[src/rtl/mem_wb_stage.sv]
// MEM stage with request/acknowledge data-memory handshake and MEM/WB pipeline register.
// Stalls upstream while an access is outstanding; write-back results are registered.
module mem_wb_stage (
  input  logic        clk,
  input  logic        rst,
  input  logic        RegWrite_in,
  input  logic        memWrite_in,
  input  logic        memRead_in,
  input  logic        memtoReg_in,
  input  logic [4:0]  writeDst_in,
  input  logic [31:0] ALU_in,
  input  logic [31:0] memWriteData_in,
  output logic        mem_req,
  output logic        mem_we,
  output logic [31:0] mem_addr,
  output logic [31:0] mem_wdata,
  input  logic        mem_ack,
  input  logic [31:0] mem_rdata,
  output logic        stall,
  output logic        MemWBregWrite,
  output logic [4:0]  MemWBRd,
  output logic [31:0] regFileWriteData
);

  typedef enum logic [1:0] {
    IDLE = 2'd0,
    REQ  = 2'd1,
    DONE = 2'd2
  } state_t;

  state_t      state_r;
  state_t      state_next_s;
  logic        launch_s;
  logic        ack_s;
  logic        wb_load_s;
  logic [31:0] rdata_q;
  logic [31:0] wb_data_s;

  // Next-state decode; stall never looks at mem_ack, only at state and the EX/MEM controls.
  always_comb begin
    state_next_s = state_r;
    stall        = 1'b0;
    launch_s     = 1'b0;
    ack_s        = 1'b0;
    wb_load_s    = 1'b0;
    case (state_r)
      IDLE: begin
        if (memRead_in | memWrite_in) begin
          stall        = 1'b1;
          launch_s     = 1'b1;
          state_next_s = REQ;
        end else begin
          wb_load_s    = 1'b1;
        end
      end
      REQ: begin
        stall = 1'b1;
        if (mem_ack) begin
          ack_s        = 1'b1;
          state_next_s = DONE;
        end else begin
          state_next_s = REQ;
        end
      end
      DONE: begin
        wb_load_s    = 1'b1;
        state_next_s = IDLE;
      end
      default: begin
        state_next_s = IDLE;
      end
    endcase
  end

  // Write-back data select: loaded data only when completing a memory access.
  always_comb begin
    if ((state_r == DONE) && memtoReg_in) begin
      wb_data_s = rdata_q;
    end else begin
      wb_data_s = ALU_in;
    end
  end

  // State register.
  always_ff @(posedge clk or negedge rst) begin
    if (!rst) begin
      state_r <= IDLE;
    end else begin
      state_r <= state_next_s;
    end
  end

  // Memory request interface; address/data/direction held for the whole REQ window.
  always_ff @(posedge clk or negedge rst) begin
    if (!rst) begin
      mem_req   <= 1'b0;
      mem_we    <= 1'b0;
      mem_addr  <= 32'd0;
      mem_wdata <= 32'd0;
    end else if (launch_s) begin
      mem_req   <= 1'b1;
      mem_we    <= memWrite_in & ~memRead_in;
      mem_addr  <= ALU_in;
      mem_wdata <= memWriteData_in;
    end else if (ack_s) begin
      mem_req   <= 1'b0;
    end
  end

  // Load data capture on acknowledge.
  always_ff @(posedge clk or negedge rst) begin
    if (!rst) begin
      rdata_q <= 32'd0;
    end else if (ack_s) begin
      rdata_q <= mem_rdata;
    end
  end

  // MEM/WB register; $zero is never marked as written.
  always_ff @(posedge clk or negedge rst) begin
    if (!rst) begin
      MemWBregWrite    <= 1'b0;
      MemWBRd          <= 5'd0;
      regFileWriteData <= 32'd0;
    end else if (wb_load_s) begin
      MemWBregWrite    <= RegWrite_in & (writeDst_in != 5'd0);
      MemWBRd          <= writeDst_in;
      regFileWriteData <= wb_data_s;
    end
  end

endmodule

[config.mk]
export PLATFORM = sky130hd
export DESIGN_NAME = mem_wb_stage
export DESIGN_NICKNAME = d
export VERILOG_FILES = /design/src/rtl/mem_wb_stage.sv
export SDC_FILE = /design/constraint.sdc
export NUM_CORES = 1
export LEC_CHECK = 0
export CORE_MARGIN = 2
export CORE_UTILIZATION = 30
export CTS_CLUSTER_SIZE = 12
export DETAILED_ROUTE_END_ITERATION = 10
export PLACE_DENSITY_LB_ADDON = 0.12
export SKIP_CTS_REPAIR_TIMING = 1
export SYNTH_ARGS = -nofsm -noshare
export SYNTH_HDL_FRONTEND = slang
export SYNTH_SLANG_ARGS = --single-unit
[constraint.sdc]
create_clock -name clk -period 1.9 [get_ports clk]
set_input_delay 0.38 -clock clk [delete_from_list [all_inputs] [get_ports clk]]
set_output_delay 0.38 -clock clk [all_outputs]
set_load 0.02 [all_outputs]
==> flow_summary.yaml <==
critical_path:
  required_ns: 1.52
  timing_worst_setup_path_type: "reg2out"
  critPathTopFamily: "buffers and inverters"
  endpoint_kind: "primary output"
  crit_path_max_fanout: 2
  max_stage_delay_ns: 0.64
  startpoint_type: "flip-flop"
  cp.arrival_ns: 1.41
  cp_slowest_cell: "clkdlybuf4s50_1"
  r2r_cells: 6
  crit_buf_inv: 1
  critical_path.cell_chain: "clkdlybuf4s50_1"
  critical_path_depth: 1
floorplanning:
  io_pins: 213
  die_area_mm2: 0.02073
  start_util_pct: 30.40
  coreArea_mm2: 0.01933
  die_x_um: 144.0
  rows: 51
  die_h_um: 144.0
power_and_ir_drop:
  peakVddDrop_uv: 836.6
  power_switching_mw: 4.905
  swShare_pct: 31.88
  p_leak_nw: 4.032
  p_per_area_mw_per_mm2: 1684
  comb_power_share_pct: 44.5
  power.total_mw: 15.38
  seq_power_share_pct: 33.6
  p_int_mw: 10.48
  clkPwrFrac_pct: 21.9
place:
  pre_cts_slack_ns: -0.1798
  io_buffers: 212
  dp_hpwl_um: 10360
  placed_cell_area_mm2: 0.008518
  dp.cells: 821
  place.gp.congestion: 0.7145
grt:
  grt_pass1_wl_um: 21950
  grt_max_degree: 54
  overflow: 0
  antenna_found_initial: 0
  grt_pass1_vias: 4094
  grt_use_total_pct: 14.03
cells_and_area:
  drive_gt1_share_pct: 37.41
  ff_latch_area_mm2: 0.003453
  antenna_cells: 0
  multi_input_area_mm2: 0.002288
  utilization_pct: 47.26
  fill_cells: 1733
  finish.net_count: 684
  syn_to_final_growth_pct: 55.45
  fin_area_mm2: 0.009138
  final_cells: 853
logic_synthesis:
  synth_cell_types: 22
  synth_seq_area_share_pct: 58.75
  avgSynthCellArea_um2: 17.39
  synthCells: 338
  syn-cell-area_mm2: 0.005878
  yosys_warnings: 0
  ys_seq_elements: 138
  syn-num-nets: 446
clock_network:
  clkTransAtPathRegs_ns: 0.06
  cts_made_buffers: 17
  clock-sinks: 138
  insertion_delay_ns: 0.42
  clock-root-buffer: "clkbuf_16"
  cts_htree_levels: 4
  cts_max_path_buffers: 2
  tritoncts: "done"
sta:
  fin_ws_ns: 0.1100
  period_minus_slack_ns: 1.790
  min_period_over_period_pct: 94.21
  setup_viol: 0
  timing.fmax_mhz: 558.7
  hold_ws_ns: 0.3911
  tightest_slew_ns: 0.3060
  slew_headroom_pct: 79.60
  slew_viol_final: 0
  finClkSkew_ns: 0.01452
  finalSetupTns_ns: 0
  hold_viol: 0
  rsz0062_at_grt: "no"
detailed_routing:
  drtIter0Drc: 47
  vias_per_cell: 4.267
  ant_nets: 0
  post_drt_wl_per_cell_um: 16.49
  num_vias: 3640
  drc: 0
  wl_um: 14060
  dr.pass1.iters: 4
hold_path:
  min_path_type: "in2async"
run:
  cap_violations: 0
status:
  run_status: "complete, no violations"
## final timing paths
kind / slack (ns) / from / end
worst max-delay path: 0.11 / regFileWriteData[20] / regFileWriteData[20]
worst min-delay path: 0.39 / rst / mem_addr[23]
worst max register to register: 0.27 / state_r[0] / mem_addr[4]
worst min register to register: 0.49 / MemWBRd[3] / MemWBRd[3]
max in group asynchronous: 0.89 / rst / regFileWriteData[1]
min in group clk: 0.49 / MemWBRd[3] / MemWBRd[3]
## cell usage in the layout (no fill, tap or decap), types with 2 or more instances in the layout
cell type        Yosys  final
o21ai_0              2      2
clkbuf_16            0     17
dfrtp_1            138    138
clkbuf_8             0      2
a21oi_1              2      2
clkinv_4             0      3
buf_12               0     12
mux2_2              79     79
clkinv_2             0      5
mux2_1               7      7
nand2_1              2      2
mux2_4              79     79
buf_4                3     11
clkdlybuf4s50_1      0    210
bufinv_16            0      3
## per-layer routing
metal	global-route usage [%]	part of all wire (%)	up-vias
met2	24.46	52	114
met5	0	0	-
met1	15.63	39	1823
met4	5.676	1.6	0
met3	4.934	7.4	16
li1	-	-	1687
## cells in the mapped netlist
| library cell | count | area [µm²] |
|---|---|---|
| nor2_2 | 1 | 6.260 |
| o21ai_0 | 2 | 10.01 |
| buf_6 | 9 | 101.4 |
| nor3_1 | 1 | 5.000 |
| or4_1 | 1 | 7.510 |
| nor2_8 | 1 | 20.02 |
| buf_4 | 3 | 22.52 |
| buf_2 | 5 | 25.02 |
| mux2_2 | 79 | 889.6 |
| nand2_1 | 2 | 7.510 |
| a211oi_1 | 1 | 7.510 |
| mux2_1 | 7 | 78.83 |
| o21ai_1 | 1 | 5.000 |
| mux2_4 | 79 | 1186 |
| inv_1 | 1 | 3.750 |
| nand2_2 | 1 | 6.260 |
| o31ai_1 | 1 | 7.510 |
| dfrtp_1 | 138 | 3453 |
| nand3b_2 | 1 | 11.26 |
| a21oi_1 | 2 | 10.01 |
| o21ba_2 | 1 | 10.01 |
| nor2_1 | 1 | 3.750 |
## flip-flops by register name, summed over array words and instances (netlist names)
name              count
mem_req               1
regFileWriteData     32
mem_wdata            32
MemWBRd               5
mem_addr             32
rdata_q              32
state_r               2
mem_we                1
MemWBregWrite         1
## area by class of cell
class | count | share of cell area [%]
Sequential cell | 138 | 37.79
Multi-Input combinational cell | 182 | 25.04
Clock buffer | 19 | 4.957
Timing Repair Buffer | 236 | 26.91
Inverter | 1 | 0.04108
Clock inverter | 12 | 1.629
Tap cell | 265 | 3.629
## power by group through the flow
stage          clock (mW)  combinational, mW  sequential (mW)
2_1_floorplan           0               2.35             6.49
3_3_place_gp            0               6.89             5.15
3_5_place_dp            0               6.93             5.21
4_1_cts              3.48               6.97             5.19
5_1_grt              3.61               7.25             5.36
6_report             3.37               6.85             5.17
## cell families (layout without fill, tap and decap cells)
logic type	after synthesis	count (layout)	share of synthesized area, %
simple gates	9	9	1.150
mux	165	165	36.65
buf+inv	18	268	2.597
flops	138	138	58.75
compound gates	8	8	0.8515
No activity file was read; power rests on OpenSTA's default activity.
